**src/rtl/adc_spi_responder.sv**
```systemverilog
// adc_spi_responder
// Emulates the board's 8-channel, 12-bit serial ADC at the far end of the
// ADC SPI link. The reader drives SCLK/CS/DIN. This block answers with
// caller-supplied channel values, MSB first, and learns the channel
// address for the following frame from DIN. All SPI inputs are
// oversampled in the clk_50 domain.

module adc_spi_responder #(
  parameter int DATA_W      = 12,
  parameter int LEAD_ZEROS  = 4,
  parameter int SYNC_STAGES = 2
) (
  input  logic                  clk_50,
  input  logic                  reset_n,
  input  logic                  spi_clk,
  input  logic                  spi_cs_n,
  input  logic                  spi_din,
  output logic                  spi_dout,
  output logic                  spi_dout_oe,
  input  logic [8*DATA_W-1:0]   ch_data,
  output logic [2:0]            next_ch,
  output logic                  frame_done,
  output logic                  frame_err
);

  // Frame geometry: leading zeros followed by the conversion result.
  localparam int FRAME_LEN = DATA_W + LEAD_ZEROS;
  localparam int CNT_W     = $clog2(FRAME_LEN + 1);

  // Rising-edge numbers on which the three address bits arrive (ADD2 first).
  localparam logic [CNT_W-1:0] CNT_FULL  = CNT_W'(FRAME_LEN);
  localparam logic [CNT_W-1:0] CNT_LAST  = CNT_W'(FRAME_LEN - 1);
  localparam logic [CNT_W-1:0] CNT_ZERO  = '0;
  localparam logic [CNT_W-1:0] CNT_ONE   = CNT_W'(1);
  localparam logic [CNT_W-1:0] CNT_ADD2  = CNT_W'(3);
  localparam logic [CNT_W-1:0] CNT_ADD1  = CNT_W'(4);
  localparam logic [CNT_W-1:0] CNT_ADD0  = CNT_W'(5);

  typedef enum logic [1:0] {
    S_IDLE,
    S_LOAD,
    S_SHIFT,
    S_DONE
  } state_t;

  // Synchronizer chains; the last stage is the usable value.
  logic [SYNC_STAGES-1:0] r_sclk_sync;
  logic [SYNC_STAGES-1:0] r_cs_sync;
  logic [SYNC_STAGES-1:0] r_din_sync;

  // Previous synchronized values for edge detection.
  logic r_sclk_prev;
  logic r_cs_prev;

  // Tracks how long since reset so that reset values of the synchronizer
  // are not mistaken for real pin samples.
  logic [SYNC_STAGES:0] r_prime;
  logic                 r_cs_armed;

  // Frame state and datapath.
  state_t                 r_state;
  state_t                 w_next_state;
  logic [FRAME_LEN-1:0]   r_shift;
  logic [CNT_W-1:0]       r_rise_cnt;
  logic [CNT_W-1:0]       w_rise_next;
  logic [2:0]             r_addr_cap;
  logic [2:0]             r_next_ch;
  logic                   r_frame_done;
  logic                   r_frame_err;

  // Combinational helpers.
  logic              w_sclk_s;
  logic              w_cs_s;
  logic              w_din_s;
  logic              w_sclk_rise;
  logic              w_sclk_fall;
  logic              w_cs_rise;
  logic              w_cs_fall;
  logic              w_primed;
  logic              w_done_set;
  logic              w_err_set;
  logic              w_dout;
  logic              w_oe;
  logic [DATA_W-1:0] w_sel_data;

  assign w_sclk_s    = r_sclk_sync[SYNC_STAGES-1];
  assign w_cs_s      = r_cs_sync[SYNC_STAGES-1];
  assign w_din_s     = r_din_sync[SYNC_STAGES-1];
  assign w_sclk_rise =  w_sclk_s & ~r_sclk_prev;
  assign w_sclk_fall = ~w_sclk_s &  r_sclk_prev;
  assign w_cs_rise   =  w_cs_s   & ~r_cs_prev;
  assign w_cs_fall   = ~w_cs_s   &  r_cs_prev;
  assign w_primed    = r_prime[SYNC_STAGES];
  assign w_rise_next = r_rise_cnt + CNT_ONE;

  assign spi_dout    = w_dout;
  assign spi_dout_oe = w_oe;
  assign next_ch     = r_next_ch;
  assign frame_done  = r_frame_done;
  assign frame_err   = r_frame_err;

  // Bring the asynchronous SPI pins into clk_50; SCLK/CS idle high, DIN low.
  always_ff @(posedge clk_50 or negedge reset_n) begin
    if (!reset_n) begin
      r_sclk_sync <= '1;
      r_cs_sync   <= '1;
      r_din_sync  <= '0;
      r_sclk_prev <= 1'b1;
      r_cs_prev   <= 1'b1;
    end else begin
      r_sclk_sync <= (r_sclk_sync << 1) | SYNC_STAGES'(spi_clk);
      r_cs_sync   <= (r_cs_sync   << 1) | SYNC_STAGES'(spi_cs_n);
      r_din_sync  <= (r_din_sync  << 1) | SYNC_STAGES'(spi_din);
      r_sclk_prev <= w_sclk_s;
      r_cs_prev   <= w_cs_s;
    end
  end

  // Only accept a CS falling edge after CS has genuinely been seen high, so
  // a reset released with CS already low cannot start a frame.
  always_ff @(posedge clk_50 or negedge reset_n) begin
    if (!reset_n) begin
      r_prime    <= '0;
      r_cs_armed <= 1'b0;
    end else begin
      r_prime    <= {r_prime[SYNC_STAGES-1:0], 1'b1};
      r_cs_armed <= r_cs_armed | (w_primed & w_cs_s);
    end
  end

  // Pick the channel that the upcoming frame will return.
  always_comb begin
    w_sel_data = '0;
    for (int k = 0; k < 8; k++) begin
      if (r_next_ch == 3'(k)) begin
        w_sel_data = ch_data[k*DATA_W +: DATA_W];
      end
    end
  end

  // Frame state register.
  always_ff @(posedge clk_50 or negedge reset_n) begin
    if (!reset_n) begin
      r_state <= S_IDLE;
    end else begin
      r_state <= w_next_state;
    end
  end

  // Next-state, pulse requests and pin outputs for the frame sequencer.
  always_comb begin
    w_next_state = r_state;
    w_done_set   = 1'b0;
    w_err_set    = 1'b0;
    w_dout       = 1'b0;
    w_oe         = 1'b0;
    case (r_state)
      S_IDLE: begin
        if (w_cs_fall && r_cs_armed) begin
          w_next_state = S_LOAD;
        end
      end
      S_LOAD: begin
        if (w_cs_rise) begin
          w_next_state = S_IDLE;
        end else begin
          w_next_state = S_SHIFT;
        end
      end
      S_SHIFT: begin
        w_dout = r_shift[FRAME_LEN-1];
        w_oe   = 1'b1;
        if (r_rise_cnt == CNT_FULL) begin
          // A complete frame wins even if CS rose alongside the last edge.
          w_done_set   = 1'b1;
          w_next_state = S_DONE;
        end else if (w_cs_rise) begin
          if (w_sclk_rise && (r_rise_cnt == CNT_LAST)) begin
            w_next_state = S_SHIFT;
          end else if (r_rise_cnt != CNT_ZERO) begin
            w_err_set    = 1'b1;
            w_next_state = S_IDLE;
          end else begin
            w_next_state = S_IDLE;
          end
        end
      end
      S_DONE: begin
        w_oe = 1'b1;
        // Level test so a CS rise that coincided with the last edge still
        // returns us to idle.
        if (w_cs_s) begin
          w_next_state = S_IDLE;
        end
      end
      default: begin
        w_next_state = S_IDLE;
      end
    endcase
  end

  // Shift register, edge counter, address capture and completion pulses.
  always_ff @(posedge clk_50 or negedge reset_n) begin
    if (!reset_n) begin
      r_shift      <= '0;
      r_rise_cnt   <= '0;
      r_addr_cap   <= '0;
      r_next_ch    <= '0;
      r_frame_done <= 1'b0;
      r_frame_err  <= 1'b0;
    end else begin
      r_frame_done <= w_done_set;
      r_frame_err  <= w_err_set;
      if (r_state == S_LOAD) begin
        r_shift    <= {{LEAD_ZEROS{1'b0}}, w_sel_data};
        r_rise_cnt <= '0;
        r_addr_cap <= '0;
      end else if (r_state == S_SHIFT) begin
        if (w_sclk_rise && (r_rise_cnt != CNT_FULL)) begin
          r_rise_cnt <= w_rise_next;
          if (w_rise_next == CNT_ADD2) begin
            r_addr_cap[2] <= w_din_s;
          end
          if (w_rise_next == CNT_ADD1) begin
            r_addr_cap[1] <= w_din_s;
          end
          if (w_rise_next == CNT_ADD0) begin
            r_addr_cap[0] <= w_din_s;
          end
        end
        if (w_sclk_fall && (r_rise_cnt != CNT_ZERO)) begin
          r_shift <= {r_shift[FRAME_LEN-2:0], 1'b0};
        end
        if (w_done_set) begin
          r_next_ch <= r_addr_cap;
        end
      end
    end
  end

endmodule

```
**config.mk**
```make
export PLATFORM = sky130hd
export DESIGN_NAME = adc_spi_responder
export DESIGN_NICKNAME = d
export VERILOG_FILES = /design/src/rtl/adc_spi_responder.sv
export SDC_FILE = /design/constraint.sdc
export NUM_CORES = 1
export LEC_CHECK = 0
export BUFFER_PORTS_ARGS = -buffer_cell sky130_fd_sc_hd__buf_2
export CAP_MARGIN = 40
export CORE_MARGIN = 1
export CORE_UTILIZATION = 32
export DETAILED_ROUTE_END_ITERATION = 10
export GPL_TIMING_DRIVEN = 0
export PLACE_DENSITY_LB_ADDON = 0.2
export SLEW_MARGIN = 20
export SYNTH_ARGS = -nofsm -noshare
export SYNTH_HDL_FRONTEND = slang
export SYNTH_SLANG_ARGS = --single-unit
export TNS_END_PERCENT = 20
```
**constraint.sdc**
```tcl
create_clock -name clk_50 -period 2.45 [get_ports clk_50]
set_input_delay 0.1225 -clock clk_50 [delete_from_list [all_inputs] [get_ports clk_50]]
set_output_delay 0.1225 -clock clk_50 [all_outputs]
set_load 0.02 [all_outputs]
```
==> results by group <==
GRT
  – Pin count of the biggest net entering global routing: 32
  – Initial antenna violation count: 0
  – Total Routing Usage GR: 17.46%
  – Via count of the first global-routing pass: 2,620
  – Gr ovfl total: 0
  – Global-route wire length before repair: 12,340 microns

Critical path
  – FF-to-FF Start: r_state[0]
  – Worst r2r path cells: 9
  – CP max FO: 9
  – CP endpoint kind: flip-flop
  – CP required: 2670 ps
  – Capture point of the worst reg-to-reg path: r_shift[4]
  – Crit-path most repeated cell: inv_1
  – CP max-delay cell: dfrtp_1
  – Crit path buf inv count: 4
  – Worst reg2reg setup slack: 210 ps
  – Crit path kind: reg2reg
  – Crit start category: flip-flop
  – CP max stage delay: 400 ps
  – Delay-heaviest family, CP: buffers and inverters
  – Crit path DAT: 2460 ps
  – Crit-path cells: inv_1 -> ha_1 -> buf_2 -> inv_1 -> nor2_1 -> and2_1 -> clkbuf_1 -> o2bb2ai_1 -> a22o_1

STA
  – Final Hold Fails: 0
  – Final slew viol count: 0
  – Slew headroom: 58.14%
  – Hold WS: 174.0 ps
  – Final setup margin: 212.5 ps
  – Fmax: 0.4469 GHz
  – Worst slew pin tran: 625.9 ps
  – Clock Skews: 17.83 ps
  – Endpoints failing setup: 0
  – Setup TNS: 0 ps
  – Final Cycle Share: 91.33%
  – RSZ-0062 raised after global routing: false
  – Minimum clock period: 2237 ps

Placed design
  – Placed cell area: 0.003525 sq mm
  – GP Congestion: 0.8172
  – Setup Slack @ Placement: 256.0 ps
  – Port Buf Inserts: 107
  – Placed cell count: 519
  – Post-detail-place hpwl: 6205 microns

Min path
  – Worst hold path class: in2reg
  – HP Start: ch_data[92]
  – Hold Crit Depth: 3
  – Hold endpoint: r_shift[8]

Power and ir drop
  – Leak: 1.651 nW
  – Power per Cell Area: 761.8 mW/mm^2
  – Design Power: 2.802 mW
  – VDD IR max: 0.0003991 V

Clock tree
  – TritonCTS Buffers: 5
  – Clk Latency, worst-skew pair: 300 ps
  – Max Root-Sink Buffers: 2
  – Clock root cell: clkbuf_8
  – CTS sink cnt: 43
  – Htree depth: 2
  – Clk slew on worst S/H paths: 80 ps
  – CTS tree: done
  – Setup bufs post-CTS: 0

Cells and area
  – Fillers: 887
  – Sequential standard cell area: 0.001084 sq mm
  – Share of layout cells above drive strength 1: 33.80%
  – Finished Layout Cells: 531
  – Design Area, Final: 0.003679 sq mm
  – Nets@finish: 536
  – Final design utilization: 43.89%
  – ANT cells: 0
  – Synthesis-to-layout area growth: 29.63%
  – Area of the multi-input gates: 0.001579 sq mm

Logic synthesis
  – Number of synthesized flops with an enable pin: 0
  – Yosys warns: 0
  – Synth area leaders: dfrtp_1, mux2i_1, dfstp_2
  – Seq cells post-synth: 43
  – Mean Syn Cell Area: 9.274 sq um
  – Mapped Nets: 417
  – Mapped Cells: 306
  – Post-Syn Area: 0.002838 sq mm
  – Ys flop type: dfrtp_1
  – Yosys top cell area share: 32.63%
  – Sequential area share after synthesis: 38.18%
  – Count of unique library cells instantiated by Yosys: 49
  – Yosys top cell by area: dfrtp_1
  – Fraction of registers with async set or reset after synthesis: 100.0%

Detailed routing
  – Residual DRC count: 0
  – Drt pass-1 iters: 5
  – DR iter-0 viols: 86
  – WL final: 7738 microns
  – Avg Vias per Cell: 5.107
  – Routed len/inst: 14.57 microns
  – DRT antenna net count: 0
  – Via count of the routed design: 2,712

Status
  – Outcome: finished clean

Die
  – Die W: 96.17 microns
  – DIE HEIGHT: 96.17 microns
  – IO Count: 108
  – Die area: 0.009249 sq mm
  – Row count: 33
  – Core Footprint: 0.008382 sq mm
  – Starting density of the core: 33.86%

Run
  – Max Cap Viol: 0
[worst min-delay path, stage by stage]
cell and delay [ps]:
buf_2 80, a221oi_1 70, nor3_1 130
[routing by layer]
layer	wire [microns]	track usage, %
met5	0	0
met4	44	3.607
met3	349	2.686
met2	3942	31.56
met1	3401	21.84
[cell usage in the layout (no fill, tap or decap), types with 5 or more instances in the layout]
cell and n:
buf_2 118, dfrtp_1 37, nand2_1 28, mux2i_1 27, o21ai_0 25, nor2_1 18
inv_1 17, nor3_1 11, ha_1 10, a221oi_1 9, nor2b_1 8, a21oi_1 8
o211ai_1 8, nand2b_1 7, clkbuf_1 7, dfstp_2 6, and2_1 5, a22o_1 5
a22oi_1 5, clkbuf_8 5
[repair_timing]
| item | CTS | global route |
|---|---|---|
| hold buffers | 4 | 0 |
| hold endpoints to repair | 15 | 0 |
| resized for setup | 0 | 1 |
| endpoints found under the setup margin | 0 | 1 |
[registers in the layout, indices dropped and copies added, names as in the netlist, 2 cells and up]
register	flops
r_rise_cnt	5
next_ch	3
r_state	2
r_sclk_sync	2
r_shift	16
r_prime	3
r_addr_cap	3
r_din_sync	2
r_cs_sync	2
[layout make-up]
cell class | count | share of cell area (%)
timing repair buffer | 112 | 16.19
sequential | 43 | 29.46
clock inverter | 2 | 1.020
inverter | 17 | 1.735
tap | 105 | 3.571
clock buffer | 6 | 1.973
buffer | 22 | 3.129
multi-input combinational | 224 | 42.93
[cell usage after synthesis, types with 2 or more instances]
master,count
mux2i_1,27
mux4_2,3
o22ai_1,4
a311o_1,3
a31oi_1,3
a22o_1,5
a2bb2oi_1,2
clkbuf_1,6
nand2_1,28
ha_1,10
and3_1,2
mux2_2,3
o221ai_1,3
a22oi_1,5
buf_1,2
dfstp_2,6
a21oi_1,8
nor2b_1,8
buf_2,11
dfrtp_1,37
a221oi_1,9
o211ai_1,8
nand4_1,4
o21ai_0,25
nand2b_1,7
o2bb2ai_1,2
o22a_1,3
o21ai_1,2
inv_1,17
a21o_1,2
nor2_1,18
buf_6,2
nor3_1,11
and2_1,5
[report_power, final]
part           total, mW  switching, mW  internal [mW]
clock              0.549          0.244          0.304
sequential          1.01          0.110          0.899
combinational       1.24          0.733          0.511
total               2.80           1.09           1.71
[worst max-delay path by stage]
stage                  start            end  depth (start not counted)
3_5_place_dp      r_state[0]     r_shift[4]                          9
2_1_floorplan  r_rise_cnt[0]  r_addr_cap[2]                          9
6_report          r_state[0]     r_shift[4]                          9
4_1_cts           r_state[0]     r_shift[4]                          9
3_3_place_gp      r_state[0]     r_shift[4]                          9
5_1_grt           r_state[1]     r_shift[4]                          9
[kinds of logic after synthesis]
logic type	count (synthesis)	synth area share [%]
flops	43	38.18
other cells	1	0.1321
simple gates	87	14.95
compound gates	93	22.93
fa+ha+maj	10	4.409
buf+inv	39	6.305
mux	33	13.10
Power figures use the tool's default switching activity.
